## src/rtl/compositor_pkg.sv

```systemverilog
// Shared types and helpers for the pixel compositor:
// latency FSM encoding, default key colour and lat_sel clamp.
package compositor_pkg;

  typedef enum logic [1:0] {
    RUN,
    PEND,
    FLUSH
  } lat_state_e;

  localparam logic [23:0] KEY_COLOR_DEF = 24'hFFFFFF;

  function automatic int unsigned clamp_lat(
    input int unsigned sel,
    input int unsigned max_dly
  );
    int unsigned r;
    r = sel;
    unique case (1'b1)
      (sel == 0):       r = 1;
      (sel > max_dly):  r = max_dly;
      default:          r = sel;
    endcase
    return r;
  endfunction

endpackage

```

## src/rtl/sync_delay_line.sv

```systemverilog
// 3-bit timing shift register with runtime tap select.
// A select of k yields the input delayed by k cycles.
module sync_delay_line
  import compositor_pkg::*;
#(
  parameter int DEPTH = 32,
  parameter int SEL_W = 6
) (
  input  logic             clk_i,
  input  logic             rst_ni,
  input  logic [2:0]       d_i,
  input  logic [SEL_W-1:0] sel_i,
  output logic [2:0]       q_o
);

  logic [2:0] sr_q [DEPTH];

  always_ff @(posedge clk_i or negedge rst_ni) begin
    if (!rst_ni) begin
      for (int k = 0; k < DEPTH; k++) sr_q[k] <= 3'b111;
    end else begin
      sr_q[0] <= d_i;
      for (int k = 1; k < DEPTH; k++) sr_q[k] <= sr_q[k-1];
    end
  end

  always_comb begin
    q_o = sr_q[DEPTH-1];
    for (int k = 0; k < DEPTH; k++) begin
      if (sel_i == SEL_W'(k + 1)) q_o = sr_q[k];
    end
  end

endmodule

```

## src/rtl/pixel_compositor.sv

```systemverilog
// VGA output stage: keyed overlay compositing plus sync realignment.
// Define COMPOSITOR_HALF_ALPHA_EN to enable 50% layer blending.
module pixel_compositor
  import compositor_pkg::*;
#(
  parameter int          NUM_LAYERS = 2,
  parameter int          MAX_DLY    = 32,
  parameter int          DLY_W      = 6,
  parameter logic [23:0] KEY_COLOR  = KEY_COLOR_DEF
) (
  input  logic                     clk,
  input  logic                     reset_n,
  input  logic [23:0]              base_pixel,
  input  logic [24*NUM_LAYERS-1:0] layer_pixel,
  input  logic [NUM_LAYERS-1:0]    layer_en,
  input  logic [NUM_LAYERS-1:0]    layer_half,
  input  logic                     mute,
  input  logic [DLY_W-1:0]         lat_sel,
  input  logic                     hsync,
  input  logic                     vsync,
  input  logic                     blank,
  output logic [23:0]              pixel_out,
  output logic                     hsync_out,
  output logic                     vsync_out,
  output logic                     blank_out,
  output logic [DLY_W-1:0]         lat_active,
  output logic                     flushing
);

  localparam logic [DLY_W-1:0] MAX_L = DLY_W'(MAX_DLY);

  lat_state_e       state_q, state_d;
  logic [DLY_W-1:0] lat_q, lat_d;
  logic [DLY_W-1:0] cnt_q, cnt_d;
  logic [DLY_W-1:0] lat_req;
  logic             vs_q, vs_fall;
  logic [23:0]      pix_q, pix_d;
  logic [23:0]      comp, lyr;
  logic [2:0]       tap;

`ifndef COMPOSITOR_HALF_ALPHA_EN
  logic unused_half;
  assign unused_half = ^layer_half;
`endif

  // Walk from lowest priority upward so layer 0 wins last.
  always_comb begin
    comp = base_pixel;
    lyr  = '0;
    for (int i = NUM_LAYERS - 1; i >= 0; i--) begin
      lyr = layer_pixel[24*i +: 24];
      if (layer_en[i] && (lyr != KEY_COLOR)) begin
        comp = lyr;
`ifdef COMPOSITOR_HALF_ALPHA_EN
        if (layer_half[i]) begin
          for (int c = 0; c < 3; c++) begin
            comp[8*c +: 8] = {1'b0, lyr[8*c+1 +: 7]}
                           + {1'b0, base_pixel[8*c+1 +: 7]};
          end
        end
`endif
      end
    end
  end

  assign lat_req = DLY_W'(clamp_lat(32'(lat_sel), MAX_DLY));
  assign vs_fall = vs_q & ~vsync;

  always_comb begin
    state_d = state_q;
    lat_d   = lat_q;
    cnt_d   = cnt_q;
    unique case (state_q)
      RUN: begin
        if (lat_req != lat_q) begin
          if (vs_fall) begin
            lat_d   = lat_req;
            cnt_d   = MAX_L;
            state_d = FLUSH;
          end else begin
            state_d = PEND;
          end
        end
      end
      PEND: begin
        if (lat_req == lat_q) begin
          state_d = RUN;
        end else if (vs_fall) begin
          lat_d   = lat_req;
          cnt_d   = MAX_L;
          state_d = FLUSH;
        end
      end
      FLUSH: begin
        cnt_d = cnt_q - DLY_W'(1);
        if (cnt_q == DLY_W'(1)) begin
          state_d = (lat_req != lat_q) ? PEND : RUN;
        end
      end
      default: state_d = RUN;
    endcase
  end

  // Blank the pixel on the same cycles flushing is visible.
  assign pix_d = (mute || (state_d == FLUSH)) ? 24'h0 : comp;

  always_ff @(posedge clk or negedge reset_n) begin
    if (!reset_n) begin
      state_q <= RUN;
      lat_q   <= MAX_L;
      cnt_q   <= '0;
      vs_q    <= 1'b1;
      pix_q   <= '0;
    end else begin
      state_q <= state_d;
      lat_q   <= lat_d;
      cnt_q   <= cnt_d;
      vs_q    <= vsync;
      pix_q   <= pix_d;
    end
  end

  sync_delay_line #(
    .DEPTH (MAX_DLY),
    .SEL_W (DLY_W)
  ) u_dly (
    .clk_i  (clk),
    .rst_ni (reset_n),
    .d_i    ({hsync, vsync, blank}),
    .sel_i  (lat_q),
    .q_o    (tap)
  );

  assign flushing   = (state_q == FLUSH);
  assign pixel_out  = pix_q;
  assign hsync_out  = tap[2];
  assign vsync_out  = tap[1];
  assign blank_out  = tap[0] | flushing;
  assign lat_active = lat_q;

endmodule
```

## config.mk

```make
export PLATFORM = sky130hd
export DESIGN_NAME = pixel_compositor
export DESIGN_NICKNAME = d
export VERILOG_FILES = /design/src/rtl/compositor_pkg.sv /design/src/rtl/sync_delay_line.sv /design/src/rtl/pixel_compositor.sv
export SDC_FILE = /design/constraint.sdc
export NUM_CORES = 1
export LEC_CHECK = 0
export CORE_MARGIN = 2
export CORE_UTILIZATION = 66
export DETAILED_ROUTE_END_ITERATION = 6
export DONT_BUFFER_PORTS = 1
export PLACE_DENSITY = 0.83
export SYNTH_ARGS = -nofsm -noshare
export SYNTH_HDL_FRONTEND = slang
export SYNTH_SLANG_ARGS = --single-unit
```

## constraint.sdc

```tcl
create_clock -name clk -period 4.3 [get_ports clk]
set_input_delay 0.86 -clock clk [delete_from_list [all_inputs] [get_ports clk]]
set_output_delay 0.86 -clock clk [all_outputs]
set_load 0.02 [all_outputs]
```

==> run_results.csv, run 1 <==
group,metric,value,unit
critical_path,r2r-end,"pixel_out[21]",
clock_network,cts_setup_buffers,0,
logic_synthesis,syn_area,6030,sq um
critical_path,cp.required,3440,ps
critical_path,path_class,"register to output pin",
grt,antenna_found_initial,0,
critical_path,crit_top_cell,"o21ai_0",
logic_synthesis,yosys_warnings,0,
clock_network,ctsLongestPathBuffers,2,
layout,diodes,0,
clock_network,clock_sinks,134,
layout,fin_area,6710,sq um
logic_synthesis,synth_common_cells,"97 x dfstp_2, 41 x nor2_1, 37 x dfrtp_1",
clock_network,cts_tree,"done",
floorplanning,start_util,68.5,%
logic_synthesis,synth.largest_area_cell,"dfstp_2",
critical_path,cp_slowest_cell,"dfrtp_2",
detailed_routing,drt_wl_total,14.1,mm
timing,setup_ws,163,ps
detailed_routing,drtAntennaViolNets,0,
pwr,ir_worst_vdd,272,uV
layout,instances_no_fill,626,
run,max_cap_violations,0,
detailed_routing,vias_per_cell,6.97,
critical_path,cp_max_fo,41,
floorplanning,rows,34,
status,status,"finished, final reports clean",
critical_path,crit_path_start_kind,"register",
floorplanning,die-height,99.6,um
layout,nNetsFinal,595,
grt,grt_use_met2,52.6,%
timing,post-route-period-util,96.2,%
hold_path,hp-class,"input port to asynchronous set/reset pin",
clock_network,htreeDepth,4,
clock_network,cts_resized,0,
clock_network,ctsHoldBuffers,0,
timing,hold_ws,34.0,ps
logic_synthesis,synth_nets,600,
place,port_buffers,0,
critical_path,cp_data_arrival_time,3280,ps
timing,finalSetupTns,0,ps
logic_synthesis,avgSynthCellArea,11.8,sq um
layout,layout-drive-gt1-share,32.8,%
logic_synthesis,ys_top_cells_by_area,"dfstp_2 42%, dfrtp_1 15%, mux2i_1 5.1%",
logic_synthesis,ys.flop_type,"dfstp_2",
timing,finalSetupViolCount,0,
detailed_routing,drt-initial-drc-count,380,
floorplanning,io_pins,122,
critical_path,r2r_slack,1320,ps
critical_path,cp_cell_sequence,"buf_4 > mux2_2 > o22ai_1 > o21ai_0 > o21ai_0 > a41oi_1 > a221o_1",
grt,overflow,0,
layout,syn2layout_area_growth,11.1,%
detailed_routing,via_count,4361,
place,dp_worst_setup_slack,795,ps
clock_network,clkSlewWorstSetupHoldPaths,60,ps
detailed_routing,drcViolationCount,0,
place,place_hpwl,9.44,mm
place,globalplace.congestion,0.936,
critical_path,max_stage_delay,940,ps
grt,grt_use_met1,36.2,%
place,placed_area,6080,sq um
timing,clock_skew,6.28,ps
logic_synthesis,synth_most_common_cell,"dfstp_2",
grt,grt_max_degree,135,
floorplanning,die_area,9920,sq um
floorplanning,die_w,99.6,um
grt,grt_pass1_vias,4325,
logic_synthesis,ys_async_sr_fraction,100,%
floorplanning,core,8810,sq um
timing,finalHoldViolCount,0,
logic_synthesis,ys_types,70,
clock_network,cts_buffers,17,
timing,slew_violations,0,
pwr,powerDensity,601,nW/um^2
grt,grt_use_total,29.9,%
timing,rsz0062_at_grt,"false",
grt,grtUsageMet3,7.87,%
pwr,leakagePower,2.63,nW
logic_synthesis,seq_area_frac_synth,57.6,%
logic_synthesis,netlist.area_leader.share,42.2,%
place,dp.cells,594,
logic_synthesis,synth_edf_count,0,
timing,fin_crit,4140,ps
timing,relSlewSlack,41.8,%
grt,top_usage_layer,"met2",
logic_synthesis,synthCells,510,
detailed_routing,drtPass1Iterations,7,
clock_network,cts-root-buf,"clkbuf_8",
critical_path,end_kind,"output pin",
detailed_routing,wire_per_inst,22.6,um
critical_path,rr_worst_depth,7,
clock_network,clock_latency,530,ps
logic_synthesis,ys_ff_latch,134,
timing,timing.fmax,0.242,GHz
critical_path,r2r_start,"lat_active[2]",
grt,grt_pass1_wl,22.6,mm
timing,tightestPinTransition,873,ps
[registers in the layout, indices dropped and copies added (netlist names)]
register,cells
state_q,2
cnt_q,6
u_dly.sr_q,96
pixel_out,24
lat_active,6
[layout by cell type, fill, tap and decap left out, types with 3 or more instances in the layout]
master     netlist  final
clkbuf_16        0     16
o32ai_1          3      3
a221oi_1         4      4
o21ai_0         27     27
inv_1            7      7
or3_1            5      5
nor3_1           8      8
clkinv_4         0      5
o22ai_1          6      6
nor2_1          41     41
nand2_1         34     34
dfrtp_1         37     35
a211oi_1        27     27
a21oi_1          9      9
inv_8            0      3
or4_1            3      3
nand4_1         15     15
o211ai_1         4      4
nor2b_1          5      5
bufinv_16        0      3
nand2b_1         5      5
xor2_1           3      3
mux2i_1         31     31
mux4_2           5      5
mux2_2           9      9
and3_1           3      3
dfstp_2         97     97
o221ai_1         3      3
nand3_1         13     13
o31a_1           3      3
a31oi_1         12     12
buf_4            0     11
[area by class of cell]
class	instances	area, sq um
flip-flops and latches	134	3480
repair buffers	11	82.6
well taps	108	135
fillers	537	2100
clock inverters	14	193
multi-input cells	334	2360
clock buffers	18	428
inverters	7	26.3
[how the worst max path moves through the flow]
stage / start / endpoint / slack [ps] / cells after the start
floorplan: lat_active[2] / blank_out / 1290 / 8
global placement: lat_active[1] / vsync_out / 860 / 7
detailed placement: lat_active[1] / hsync_out / 800 / 7
CTS: lat_active[1] / hsync_out / 230 / 7
global route: lat_active[1] / hsync_out / 10 / 7
finish: lat_active[1] / hsync_out / 160 / 7
[through the flow]
step                total power, mW  util [%]
finish                         4.03      76.1
global route                   4.20      76.1
CTS                            4.03      76.1
detailed placement             2.52      69.1
global placement               2.48      69.1
floorplan                      2.32         -
[worst max-delay path, delay by kind of cell, from the launching register on]
kind                   cells  cell delay [ps]
AO/OA/AOI/OAI              5             1010
flip-flops                 1              940
buffers and inverters      1              410
multiplexers               1              380
[routing by layer]
metal  share of wire [%]  wire, um
met3                 7.6      1070
met4                 2.6       361
met5                   0         0
met1                  37      5240
met2                  53      7450
[logic make-up after synthesis]
| kind of cell | count (synthesis) | share of synthesized area [%] |
|---|---|---|
| adders and majority gates | 2 | 0.415 |
| and+or+nand+nor | 157 | 14.4 |
| AOI/OAI and AO/OA | 125 | 14.7 |
| DFF | 134 | 57.6 |
| buffers and inverters | 42 | 3.46 |
| xor gates and xnor gates | 5 | 0.726 |
| muxes | 45 | 8.69 |
[report_power, final]
part | switching, mW | internal (mW) | total (mW)
clock | 0.570 | 0.918 | 1.49
combinational | 0.518 | 0.345 | 0.863
sequential | 0.247 | 1.43 | 1.68
total | 1.34 | 2.69 | 4.03
Note: power is estimated with default switching activity, not from simulation.
==> inputs of run 2 (changes only) <==
--- a/config.mk
+++ b/config.mk
@@ -9,6 +9,7 @@
 export CORE_UTILIZATION = 66
 export DETAILED_ROUTE_END_ITERATION = 6
 export DONT_BUFFER_PORTS = 1
+export GPL_TIMING_DRIVEN = 0
 export PLACE_DENSITY = 0.83
 export SYNTH_ARGS = -nofsm -noshare
 export SYNTH_HDL_FRONTEND = slang
==> run 2 against run 1 <==
Final cell count increased by 3.8%. Fmax decreased by 1.4%. Combinational power increased by 16%. Power decreased by 1.1%. Critical endpoint unchanged. Clock-buffer cell count unchanged. Largest power group unchanged. Sequential cell count unchanged. Utilization increased by 0.37 points. Critical path type unchanged.
==> run_results.csv, run 2 (synthesis results as in run 1) <==
group,metric,value,unit
place,place_hpwl,10.6,mm
critical_path,path_class,"register to output pin",
clock_network,cts_tree,"done",
critical_path,end_kind,"output pin",
detailed_routing,drt-initial-drc-count,471,
floorplanning,die_area,9920,sq um
critical_path,max_stage_delay,500,ps
hold_path,hp-class,"input port to asynchronous set/reset pin",
timing,timing.fmax,0.238,GHz
pwr,p_seq_share,40.2,%
status,status,"finished, final reports clean",
critical_path,cp.required,3440,ps
floorplanning,die_w,99.6,um
clock_network,clock_sinks,134,
grt,grt_pass1_vias,4805,
layout,nNetsFinal,619,
pwr,p_clk_share,34.6,%
layout,layout-drive-gt1-share,33.4,%
layout,top_register,"u_dly.sr_q",
detailed_routing,met1Wirelength,5.54,mm
timing,fin_crit,4190,ps
pwr,ir_worst_vdd,283,uV
critical_path,cp_max_fo,10,
floorplanning,rows,34,
detailed_routing,drcViolationCount,0,
timing,slew_violations,0,
run,max_cap_violations,0,
floorplanning,core,8810,sq um
clock_network,ctsLongestPathBuffers,2,
timing,tightestPinTransition,811,ps
layout,layout_common_cells,"97 x dfstp_2, 41 x nor2_1, 37 x dfrtp_1",
floorplanning,io_pins,122,
layout,syn2layout_area_growth,11.7,%
detailed_routing,highest-signal-layer,"met4",
critical_path,path_delay_family,"buffers and inverters",
detailed_routing,drtPass1Iterations,5,
detailed_routing,wire_per_inst,23.1,um
detailed_routing,routed-wl-met2,7.65,mm
clock_network,cts_setup_buffers,0,
critical_path,cp_num_buf_inv,3,
pwr,powerDensity,592,nW/um^2
layout,largest_reg_flops,96,
timing,rsz0062_at_grt,"false",
detailed_routing,vias_per_cell,6.97,
floorplanning,die-height,99.6,um
pwr,leakagePower,2.68,nW
floorplanning,start_util,68.5,%
grt,grt_max_degree,135,
clock_network,clkSlewWorstSetupHoldPaths,70,ps
clock_network,clock_latency,530,ps
critical_path,crit_path_start_kind,"register",
timing,finalSetupTns,0,ps
timing,clock_skew,9.95,ps
pwr,power.internal,2.63,mW
place,globalplace.congestion,0.944,
layout,final_common_cell,"dfstp_2",
clock_network,cts_resized,0,
clock_network,cts-root-buf,"clkbuf_8",
critical_path,cp_slowest_cell,"buf_1",
detailed_routing,drtAntennaViolNets,0,
grt,grt_pass1_wl,24.2,mm
layout,instances_no_fill,650,
clock_network,htreeDepth,4,
clock_network,ctsHoldBuffers,0,
timing,finalHoldViolCount,0,
pwr,sw_frac_of_total,34.1,%
detailed_routing,drt_wl_total,15.0,mm
critical_path,crit_top_cell,"buf_2",
timing,finalSetupViolCount,0,
grt,overflow,0,
detailed_routing,via_count,4530,
detailed_routing,wl_met3,1.28,mm
timing,relSlewSlack,45.2,%
layout,diodes,0,
critical_path,cp_cell_sequence,"buf_2 > buf_2 > buf_1 > nand3_1 > o2111ai_1 > a31oi_1 > o311ai_1 > a221o_1",
pwr,pwr-share-comb,25.2,%
place,port_buffers,0,
critical_path,cp_data_arrival_time,3330,ps
timing,post-route-period-util,97.5,%
grt,antenna_found_initial,0,
pwr,p_sw,1.36,mW
place,dp.cells,618,
clock_network,cts_buffers,17,
grt,grt_use_total,32.0,%
## run 2: power groups by stage
stage          clock network [mW]  logic, mW  registers [mW]
2_1_floorplan                   0      0.740            1.58
3_3_place_gp                    0      0.940            1.61
3_5_place_dp                    0      0.961            1.62
4_1_cts                      1.39      0.978            1.60
5_1_grt                      1.44       1.08            1.62
6_report                     1.38       1.00            1.60
## run 2: layout make-up
class / count / area (sq um)
plain buffers: 35 / 183
clock buffers: 18 / 418
clock inverters: 14 / 151
fillers: 539 / 2070
inverters: 7 / 26.3
multi-input cells: 334 / 2350
flip-flops and latches: 134 / 3470
well taps: 108 / 135
## run 2: layer usage
layer	track usage [%]	vias to the layer above
li1	-	1954
met1	39.2	2219
met2	54.8	301
met3	7.31	56
met4	13.5	0
met5	0	-
## run 2: final timing paths
kind / startpoint / end / depth (start not counted) / slack (ps)
min in group clk: vsync / u_dly.sr_q[94] / 0 / 320
worst min-delay path: reset_n / pixel_out[9] / 0 / 40
worst max register to register: lat_active[0] / pixel_out[4] / 8 / 1650
worst min register to register: u_dly.sr_q[27] / u_dly.sr_q[24] / 0 / 360
worst max-delay path: lat_active[0] / hsync_out / 8 / 110
max in group asynchronous: reset_n / u_dly.sr_q[81] / 0 / 4050
## run 2: stage by stage
| stage | hold slack (ps) | setup slack, ps | total power, mW | instance area (sq um) | utilization, % |
|---|---|---|---|---|---|
| 2_1_floorplan | 350 | 1290 | 2.32 | 6030 | - |
| 3_3_place_gp | 354 | 850 | 2.55 | 6170 | 70.0 |
| 3_5_place_dp | 355 | 862 | 2.58 | 6170 | 70.0 |
| 4_1_cts | 20.8 | 217 | 3.97 | 6740 | 76.5 |
| 5_1_grt | 23.0 | 73.9 | 4.14 | 6740 | 76.5 |
| 6_report | 38.8 | 106 | 3.99 | 6740 | 76.5 |
==> inputs of run 3 (changes only) <==
--- a/config.mk
+++ b/config.mk
@@ -5,6 +5,7 @@
 export SDC_FILE = /design/constraint.sdc
 export NUM_CORES = 1
 export LEC_CHECK = 0
+export CORE_ASPECT_RATIO = 0.7
 export CORE_MARGIN = 2
 export CORE_UTILIZATION = 66
 export DETAILED_ROUTE_END_ITERATION = 6
==> run 3 against run 2 <==
Hold slack better by 100 ps. Final cell count is 2.2% higher. Design area is 0.43% higher. Clock power is 3% higher. Die area is 0.12% higher. Sequential share of layout area is 0.22 points lower. Global-route usage is 1.5 points higher. Power is 1.8% higher. Fmax is 0.13% lower. Sequential power hardly changed. Highest routed layer unchanged.
==> run_results.csv, run 3 (synthesis results as in run 1) <==
group,metric,value,unit
grt,antenna_found_initial,0,
detailed_routing,drcViolationCount,0,
grt,grt_max_degree,135,
critical_path,cp_data_arrival_time,3340,ps
pwr,power,4.06,mW
place,globalplace.congestion,0.947,
detailed_routing,wire_per_inst,24.1,um
timing,slew_violations,0,
clock_network,clkSlewWorstSetupHoldPaths,60,ps
clock_network,cts_setup_buffers,0,
floorplanning,die_area,9930,sq um
pwr,p_seq_share,39.6,%
timing,hold_ws,140,ps
floorplanning,die-height,84.0,um
critical_path,rr_worst_depth,8,
clock_network,ctsLongestPathBuffers,2,
grt,grt_pass1_vias,4691,
clock_network,clock_sinks,134,
layout,nNetsFinal,619,
timing,setup_ws,100,ps
place,dp_worst_setup_slack,644,ps
grt,overflow,0,
clock_network,cts-root-buf,"clkbuf_16",
timing,rsz0062_at_grt,"false",
critical_path,cp.required,3440,ps
pwr,sw_frac_of_total,33.2,%
layout,diodes,0,
timing,clock_skew,6.16,ps
clock_network,cts_tree,"done",
critical_path,crit_path_start_kind,"register",
floorplanning,start_util,67.3,%
clock_network,htreeDepth,4,
layout,final_common_cell,"dfstp_2",
grt,grt_use_total,33.5,%
grt,grt_pass1_wl,25.2,mm
detailed_routing,drt-initial-drc-count,631,
timing,tightestPinTransition,892,ps
hold_path,hp-class,"input port to asynchronous set/reset pin",
timing,finalSetupViolCount,0,
clock_network,cts_buffers,17,
pwr,powerDensity,600,nW/um^2
timing,finalSetupTns,0,ps
pwr,p_clk_share,34.9,%
critical_path,path_class,"register to output pin",
layout,layout_common_cells,"97 x dfstp_2, 41 x nor2_1, 37 x dfrtp_1",
detailed_routing,drtPass1Iterations,6,
timing,relSlewSlack,40.4,%
critical_path,cp_max_fo,10,
pwr,power.internal,2.71,mW
run,max_cap_violations,0,
pwr,p_sw,1.35,mW
layout,syn2layout_area_growth,12.2,%
detailed_routing,via_count,4713,
pwr,ir_worst_vdd,367,uV
status,status,"finished, final reports clean",
clock_network,clock_latency,420,ps
layout,layout-drive-gt1-share,32.6,%
floorplanning,die_w,118,um
layout,largest_reg_flops,96,
detailed_routing,vias_per_cell,7.10,
timing,finalHoldViolCount,0,
detailed_routing,drtAntennaViolNets,0,
floorplanning,io_pins,122,
place,port_buffers,0,
layout,top_register,"u_dly.sr_q",
place,place_hpwl,10.8,mm
floorplanning,core,8960,sq um
timing,timing.fmax,0.238,GHz
clock_network,ctsHoldBuffers,0,
clock_network,cts_resized,0,
timing,post-route-period-util,97.7,%
place,dp.cells,634,
timing,fin_crit,4200,ps
floorplanning,rows,29,
critical_path,end_kind,"output pin",
pwr,pwr-share-comb,25.5,%
pwr,leakagePower,2.68,nW
detailed_routing,drt_wl_total,16.0,mm
layout,instances_no_fill,664,
layout,num-fill-cells,570,
[run 3: per-stage QoR]
| stage | instance area (sq um) | util (%) |
|---|---|---|
| 2_1_floorplan | 6030 | - |
| 5_1_grt | 6770 | 75.5 |
| 4_1_cts | 6760 | 75.4 |
| 3_3_place_gp | 6190 | 69.0 |
| 3_5_place_dp | 6190 | 69.0 |
| 6_report | 6770 | 75.5 |
[run 3: final cells by class]
cell class              instances  area [sq um]  share of cell area, %
well taps                     124           155                   2.29
clock buffers                  26           499                   7.38
plain buffers                  35           183                   2.70
multi-input cells             334          2360                   34.8
inverters                       7          26.3                  0.388
clock inverters                 4          72.6                   1.07
flip-flops and latches        134          3470                   51.3
[run 3: layer usage]
metal	wire length (um)	vias up	track usage, %
li1	-	1952	-
met1	6510	2373	46.8
met2	7280	342	50.0
met3	1840	46	10.3
met4	382	0	11.9
met5	0	-	0
[run 3: power by group through the flow]
stage / Combinational, mW / Sequential, mW / Clock (mW)
global placement: 0.945 / 1.61 / 0
global route: 1.10 / 1.62 / 1.48
detailed placement: 0.979 / 1.62 / 0
floorplan: 0.740 / 1.58 / 0
CTS: 0.994 / 1.60 / 1.42
finish: 1.03 / 1.61 / 1.42
[run 3: worst paths after layout]
| path | startpoint | end | slack (ps) |
|---|---|---|---|
| max | lat_active[0] | vsync_out | 100 |
| min | reset_n | pixel_out[3] | 140 |
| max reg2reg | lat_active[0] | pixel_out[10] | 1520 |
| min reg2reg | u_dly.sr_q[38] | u_dly.sr_q[35] | 360 |
| max in group asynchronous | reset_n | u_dly.sr_q[79] | 3910 |
| min in group clk | u_dly.sr_q[38] | u_dly.sr_q[35] | 360 |
[run 3: worst max-delay path, cell delays in order (launching register included)]
cell and delay (ps):
dfrtp_1 460, buf_2 230, buf_2 230, inv_1 260, clkbuf_1 550, o221ai_1 250
a211oi_1 340, a31oi_1 170, o21ai_1 430
